**config.mk**
```make
export PLATFORM = sky130hd
export DESIGN_NAME = csa_resolve_seq
export DESIGN_NICKNAME = d
export VERILOG_FILES = /design/src/rtl/csa_resolve_seq.sv
export SDC_FILE = /design/constraint.sdc
export NUM_CORES = 1
export LEC_CHECK = 0
export ABC_AREA = 1
export CORE_MARGIN = 2
export CORE_UTILIZATION = 55
export DETAILED_ROUTE_END_ITERATION = 10
export DONT_BUFFER_PORTS = 1
export GPL_TIMING_DRIVEN = 1
export PLACE_DENSITY = 0.73
export SYNTH_ARGS = -nofsm -noshare
export SYNTH_HDL_FRONTEND = slang
export SYNTH_SLANG_ARGS = --single-unit
```
**constraint.sdc**
```tcl
create_clock -name clk -period 2.9 [get_ports clk]
set_input_delay 0.29 -clock clk [delete_from_list [all_inputs] [get_ports clk]]
set_output_delay 0.29 -clock clk [all_outputs]
set_load 0.01 [all_outputs]
```
**src/rtl/csa_resolve_seq.sv**
```systemverilog
// Sequential carry-save to binary resolver: the pair is added CHUNK bits per
// clock, with valid/ready handshakes on the input and output sides.
module csa_resolve_seq #(
    parameter int WIDTH = 16,
    parameter int CHUNK = 4
) (
    input  logic             clk,
    input  logic             rst_n,
    input  logic             in_valid,
    output logic             in_ready,
    input  logic [WIDTH-1:0] in_sum,
    input  logic [WIDTH-1:0] in_carry,
    output logic             out_valid,
    input  logic             out_ready,
    output logic [WIDTH-1:0] result,
    output logic             ovf
);

    localparam int NCHUNK = WIDTH / CHUNK;
    localparam int IW     = (NCHUNK > 1) ? $clog2(NCHUNK) : 1;
    localparam logic [IW-1:0] LAST_IDX = IW'(NCHUNK - 1);

    typedef enum logic [1:0] {
        IDLE,
        ADD,
        DONE
    } state_t;

    state_t          state_q, state_d;
    logic [WIDTH-1:0] a_q, a_d;
    logic [WIDTH-1:0] b_q, b_d;
    logic             t_q, t_d;
    logic [IW-1:0]    idx_q, idx_d;
    logic             cin_q, cin_d;
    logic [WIDTH-1:0] result_q, result_d;
    logic             ovf_q, ovf_d;

    logic [CHUNK-1:0] a_chunk;
    logic [CHUNK-1:0] b_chunk;
    logic [CHUNK:0]   chunk_sum;

    // The only adder in the block: one CHUNK-wide slice plus the rippled carry.
    always_comb begin
        a_chunk   = a_q[idx_q*CHUNK +: CHUNK];
        b_chunk   = b_q[idx_q*CHUNK +: CHUNK];
        chunk_sum = {1'b0, a_chunk} + {1'b0, b_chunk} + {{CHUNK{1'b0}}, cin_q};
    end

    always_comb begin
        state_d  = state_q;
        a_d      = a_q;
        b_d      = b_q;
        t_d      = t_q;
        idx_d    = idx_q;
        cin_d    = cin_q;
        result_d = result_q;
        ovf_d    = ovf_q;

        case (state_q)
            IDLE: begin
                if (in_valid) begin
                    a_d     = in_sum;
                    b_d     = in_carry << 1;
                    // The carry MSB shifts out of B; it can only add to overflow.
                    t_d     = in_carry[WIDTH-1];
                    idx_d   = '0;
                    cin_d   = 1'b0;
                    state_d = ADD;
                end
            end
            ADD: begin
                result_d[idx_q*CHUNK +: CHUNK] = chunk_sum[CHUNK-1:0];
                cin_d = chunk_sum[CHUNK];
                if (idx_q == LAST_IDX) begin
                    ovf_d   = chunk_sum[CHUNK] | t_q;
                    state_d = DONE;
                end else begin
                    idx_d = idx_q + IW'(1);
                end
            end
            DONE: begin
                if (out_ready) begin
                    state_d = IDLE;
                end
            end
            default: state_d = IDLE;
        endcase
    end

    always_ff @(posedge clk) begin
        if (!rst_n) begin
            state_q  <= IDLE;
            a_q      <= '0;
            b_q      <= '0;
            t_q      <= 1'b0;
            idx_q    <= '0;
            cin_q    <= 1'b0;
            result_q <= '0;
            ovf_q    <= 1'b0;
        end else begin
            state_q  <= state_d;
            a_q      <= a_d;
            b_q      <= b_d;
            t_q      <= t_d;
            idx_q    <= idx_d;
            cin_q    <= cin_d;
            result_q <= result_d;
            ovf_q    <= ovf_d;
        end
    end

    assign in_ready  = (state_q == IDLE);
    assign out_valid = (state_q == DONE);
    assign result    = result_q;
    assign ovf       = ovf_q;

endmodule

```
==> reports/results.ini, run 1 <==
[floorplanning]
die_h_microns = 70.2
fp.dieW_microns = 70.2
num_rows = 24
io_pins = 55
core_area_sq_um = 4290
dieArea_sq_um = 4930
start_util = 0.562

[logic_synthesis]
synth.ff_latch_count = 54
synth_area_per_cell_sq_um = 7.61
synth_area_sq_um = 2410
synthFlopType = dfxtp_1
yosysUniqueCellTypes = 30
synth_edf_count = 0
synth-seq-area-share = 0.448
mappedNetlistNets = 364
syn_inst = 317
synth-async-reset-ratio = 0
synth_warnings = 0

[placement]
gp_congestion = 0.764
io_buffers = 0
dpl_cell_area_sq_um = 2430
dp_hpwl_microns = 3460

[global_routing]
grt_max_degree = 37
grt_pass1_wl_microns = 8020
grt_use_total = 0.203
grt_pass1_vias = 1821
antenna_found_initial = 0
grt-ovfl-total = 0

[routing]
drtPass1Iterations = 4
vias = 1972
final_antenna_net_count = 0
first_iter_violations = 114
drc_errors = 0
via_per_inst = 5.42
wl_per_cell_microns = 13.0
wirelength_microns = 4730

[layout]
layout_commonest_cell = nor2_1
layout_common_cells = nor2_1, dfxtp_1, o21ai_0
drive_gt1_frac = 0.0737
antenna_cells = 0
final_cell_area_sq_um = 2510
areaGrowthSynthToFinish_pct = 4.20
fin_nets = 359

[setup_path]
crit_path_start_kind = register
critPathArrivalTime_ns = 2.66
path_class = reg2reg
cp_max_fo = 13
critPathRequiredTime_ns = 3.14
endpoint_kind = register

[pwr]
peakVddDrop_mv = 0.324
cellPowerDensity_nw_per_um2 = 607
leakage_uw = 0.000978

[sta]
tns_ns = 0
fin_crit_sh = 0.833
tightest_slew_ns = 0.868
setup_viol = 0
fin_crit_ns = 2.42
fmax_mhz = 414
finalMaxSlewViolations = 0
slew_headroom = 0.421
rsz0062_at_grt = no
final-hold-violation-count = 0
fin_skew_ns = 0.0104

[clock_tree]
cts_sinks = 54
holdBufCountCts = 0
clock_latency_ns = 0.31
cts_buffer_depth = 2
post_cts.repair.setup_buffers = 0
post_cts_resized = 0
cts_tree = yes
cts_root_buf = clkbuf_8
cts_max_level = 2
clk_pin_slew_ns = 0.09
cts_buffers = 5

[job]
maxCapViolations = 0

[outcome]
status = finished clean

[min_path]
hold_path.class = in2reg

==> state kept, by name (all words and copies together) (netlist names) <==
| register | flops |
|---|---|
| result | 16 |
| b_q | 15 |
| ovf | 1 |
| state_q | 2 |
| idx_q | 2 |
| a_q | 16 |
| cin_q | 1 |
| t_q | 1 |
==> per-layer routing <==
metal / global-route usage / wire, microns / vias up
li1: - / - / 1035
met1: 0.266 / 2290 / 885
met2: 0.326 / 2140 / 45
met3: 0.0548 / 225 / 7
met4: 0.0662 / 74 / 0
met5: 0 / 0 / -
==> synth_stat cells (4+ instances only) <==
cell	n	area [sq um]
a21oi_1	16	80.1
a22oi_1	4	30.0
buf_2	5	25.0
clkbuf_1	8	30.0
dfxtp_1	54	1080
ha_1	9	113
inv_1	10	37.5
nand2_1	30	113
nand3_1	7	35.0
nor2_1	88	330
nor2_2	4	25.0
o21ai_0	47	235
o22ai_1	7	43.8
==> cell families after synthesis <==
| logic type | synth area share |
|---|---|
| adder cells (fa/ha/maj) | 0.0632 |
| XOR/XNOR | 0.00363 |
| AO/OA/AOI/OAI | 0.183 |
| buffers and inverters | 0.0524 |
| AND/OR/NAND/NOR | 0.250 |
| flip-flops | 0.448 |
==> worst max-delay path: stages, from the launching register on <==
cell	delay [ns]
dfxtp_1	0.37
inv_1	0.18
o21ai_0	0.20
o22ai_1	0.11
fa_1	0.44
fa_1	0.42
xor2_1	0.26
nand2_1	0.08
nor2_1	0.13
a22oi_1	0.08
nor2_1	0.08
==> stage by stage <==
stage	setup WS (ns)	power (uW)	hold WS [ns]	cells	utilization
final	0.484	1530	0.0952	364	0.586
after global routing	0.212	1620	0.0818	364	0.586
after CTS	0.483	1540	0.0904	364	0.586
after detailed placement	0.507	1150	0.414	357	0.567
after global placement	0.642	1140	0.409	357	0.567
after floorplan	0.553	1080	0.430	317	-
==> worst paths after layout <==
check	from	cells after the start	end	slack (ns)
max	idx_q[0]$_SDFFE_PN0P_	10	result[6]$_SDFFE_PN0P_	0.48
min	rst_n	1	state_q[1]$_SDFFE_PN0P_	0.1
max reg2reg	idx_q[0]$_SDFFE_PN0P_	10	result[6]$_SDFFE_PN0P_	0.48
min reg2reg	t_q$_SDFFE_PN0P_	2	t_q$_SDFFE_PN0P_	0.48
==> power breakdown <==
group / switching (uW) / internal, uW
combinational: 203 / 108
clock: 230 / 166
sequential: 30.1 / 790
==> area by class of cell <==
cell class              instances  area [sq um]
fillers                       425          1780
multi-input cells             233          1210
flip-flops and latches         54          1080
clock buffers                   6          72.6
well taps                      52          65.1
inverters                      14          52.6
repair buffers                  4          30.0
clock inverters                 1          7.51
(Power assumes the default switching activity.)
==> inputs of run 2 (changes only) <==
Settings changed: PLACE_DENSITY 0.73 to 0.76.
Clock period 2.9 ns to 2.1 ns, I/O delays scaled along.
==> run 2 against run 1 <==
  * Highest routed layer unchanged
  * Sequential share of layout area is 3.9 points lower
  * Largest cell class unchanged
  * Core utilization grew 6.2 points
  * Design area grew 11%
  * Sequential power grew 39%
  * The flow now finishes with violations (negative setup slack)
==> reports/results.ini, run 2 (same netlist as run 1, synthesis figures left out) <==
[pwr]
p_seq_frac = 0.477
power_uw = 2390
switching_share = 0.296
peakVddDrop_mv = 0.537
comb_power_share = 0.250
clockPowerShare = 0.273
intPower_uw = 1690
cellPowerDensity_nw_per_um2 = 861
leakage_uw = 0.00109
p_switching_uw = 709

[floorplanning]
num_rows = 24
fp.dieW_microns = 70.2
start_util = 0.562
die_h_microns = 70.2
io_pins = 55
core_area_sq_um = 4290
dieArea_sq_um = 4930

[clock_tree]
clk_pin_slew_ns = 0.09
cts_buffer_depth = 2
clock_latency_ns = 0.30
cts_root_buf = clkbuf_8
cts_tree = yes
cts_max_level = 2
holdBufCountCts = 0
cts_sinks = 54
cts_buffers = 5

[setup_path]
critPathRequiredTime_ns = 2.32
r2r_start = idx_q[0]$_SDFFE_PN0P_
endpoint_kind = register
critPathArrivalTime_ns = 2.37
worstSetupStartpoint = idx_q[0]$_SDFFE_PN0P_
path_class = reg2reg
cp_max_fo = 5
crit_path_start_kind = register

[global_routing]
grt_max_degree = 37
antenna_found_initial = 0
grt_pass1_wl_microns = 8370
grt-ovfl-total = 0
grt_use_total = 0.211
grt_pass1_vias = 1871

[layout]
layout_common_cells = nor2_1, dfxtp_1, o21ai_0
fill_cells = 389
drive_gt1_frac = 0.198
fin_nets = 374
areaGrowthSynthToFinish_pct = 15.2
layout_commonest_cell = nor2_1
utilization = 0.648
instances_no_fill = 380
antenna_cells = 0

[routing]
final_antenna_net_count = 0
first_iter_violations = 81
wirelength_microns = 5170
wl_per_cell_microns = 13.6
drc_errors = 0
drtPass1Iterations = 4
via_per_inst = 5.40
vias = 2052

[placement]
dp_hpwl_microns = 3580
place_inst = 366
io_buffers = 0
gp_congestion = 0.878

[sta]
tightest_slew_ns = 0.542
finalMaxSlewViolations = 0
setup_ws_ns = -0.0495
holdWs_ns = 0.0180
fin_crit_ns = 2.15
slew_headroom = 0.637
final-hold-violation-count = 0
rsz0062_at_grt = yes
setup_viol = 4
fin_skew_ns = 0.00604
fmax_mhz = 465
fin_crit_sh = 1.02

[min_path]
hold_path.class = in2reg
hp-start = rst_n

[outcome]
status = finished with violations
failed_checks = negative setup slack

[job]
maxCapViolations = 0

run 2: worst paths after layout:
kind,slack [ns],endpoint,depth (start not counted)
max,-0.05,result[14]$_SDFFE_PN0P_,10
min,0.02,idx_q[0]$_SDFFE_PN0P_,2
max reg2reg,-0.05,result[14]$_SDFFE_PN0P_,10
min reg2reg,0.46,t_q$_SDFFE_PN0P_,2
run 2: cell type report:
| type | instances | area [sq um] | share of cell area |
|---|---|---|---|
| tap | 52 | 65.1 | 0.0234 |
| inverter | 14 | 57.6 | 0.0207 |
| timing repair buffer | 19 | 166 | 0.0598 |
| clock buffer | 8 | 110 | 0.0396 |
| multi-input combinational | 233 | 1300 | 0.466 |
| sequential | 54 | 1090 | 0.390 |
run 2: routing by layer:
| layer | track usage | wire length (microns) | up-vias |
|---|---|---|---|
| met3 | 0.0476 | 236 | 12 |
| met4 | 0.0791 | 116 | 0 |
| li1 | - | - | 1064 |
| met2 | 0.362 | 2540 | 53 |
| met1 | 0.257 | 2280 | 923 |
| met5 | 0 | 0 | - |
run 2: stage by stage:
step	worst slack, ns	cell area, sq um	setup TNS (ns)
after detailed placement	-0.0133	2530	-0.0425
after global placement	0.0669	2530	0
after global routing	-0.123	2780	-0.627
after floorplan	-0.000198	2460	-0.000198
after CTS	-0.00272	2690	-0.00278
final	-0.0495	2780	-0.100
run 2: what timing repair did:
item / in CTS / in global routing
pin swaps: 2 / 5
setup endpoints to repair: 7 / 12
resized for setup: 13 / 17
endpoints found under the hold margin: 0 / 0
buffers inserted: 2 / 4
cloned: 0 / 0
run 2: critical path: stages, from the launching register on:
cell     delay (ns)
dfxtp_4        0.39
buf_6          0.13
nor2_4         0.07
o22ai_2        0.09
fa_2           0.39
fa_2           0.38
xor2_2         0.16
nand2_1        0.09
nor2_2         0.14
a22oi_2        0.07
nor2_1         0.14
run 2: power groups by stage:
| stage | Combinational (uW) | Clock, uW | Sequential (uW) |
|---|---|---|---|
| 2_1_floorplan | 377 | 0 | 1150 |
| 3_3_place_gp | 484 | 0 | 1160 |
| 3_5_place_dp | 493 | 0 | 1160 |
| 4_1_cts | 515 | 667 | 1140 |
| 5_1_grt | 661 | 698 | 1150 |
| 6_report | 600 | 652 | 1140 |
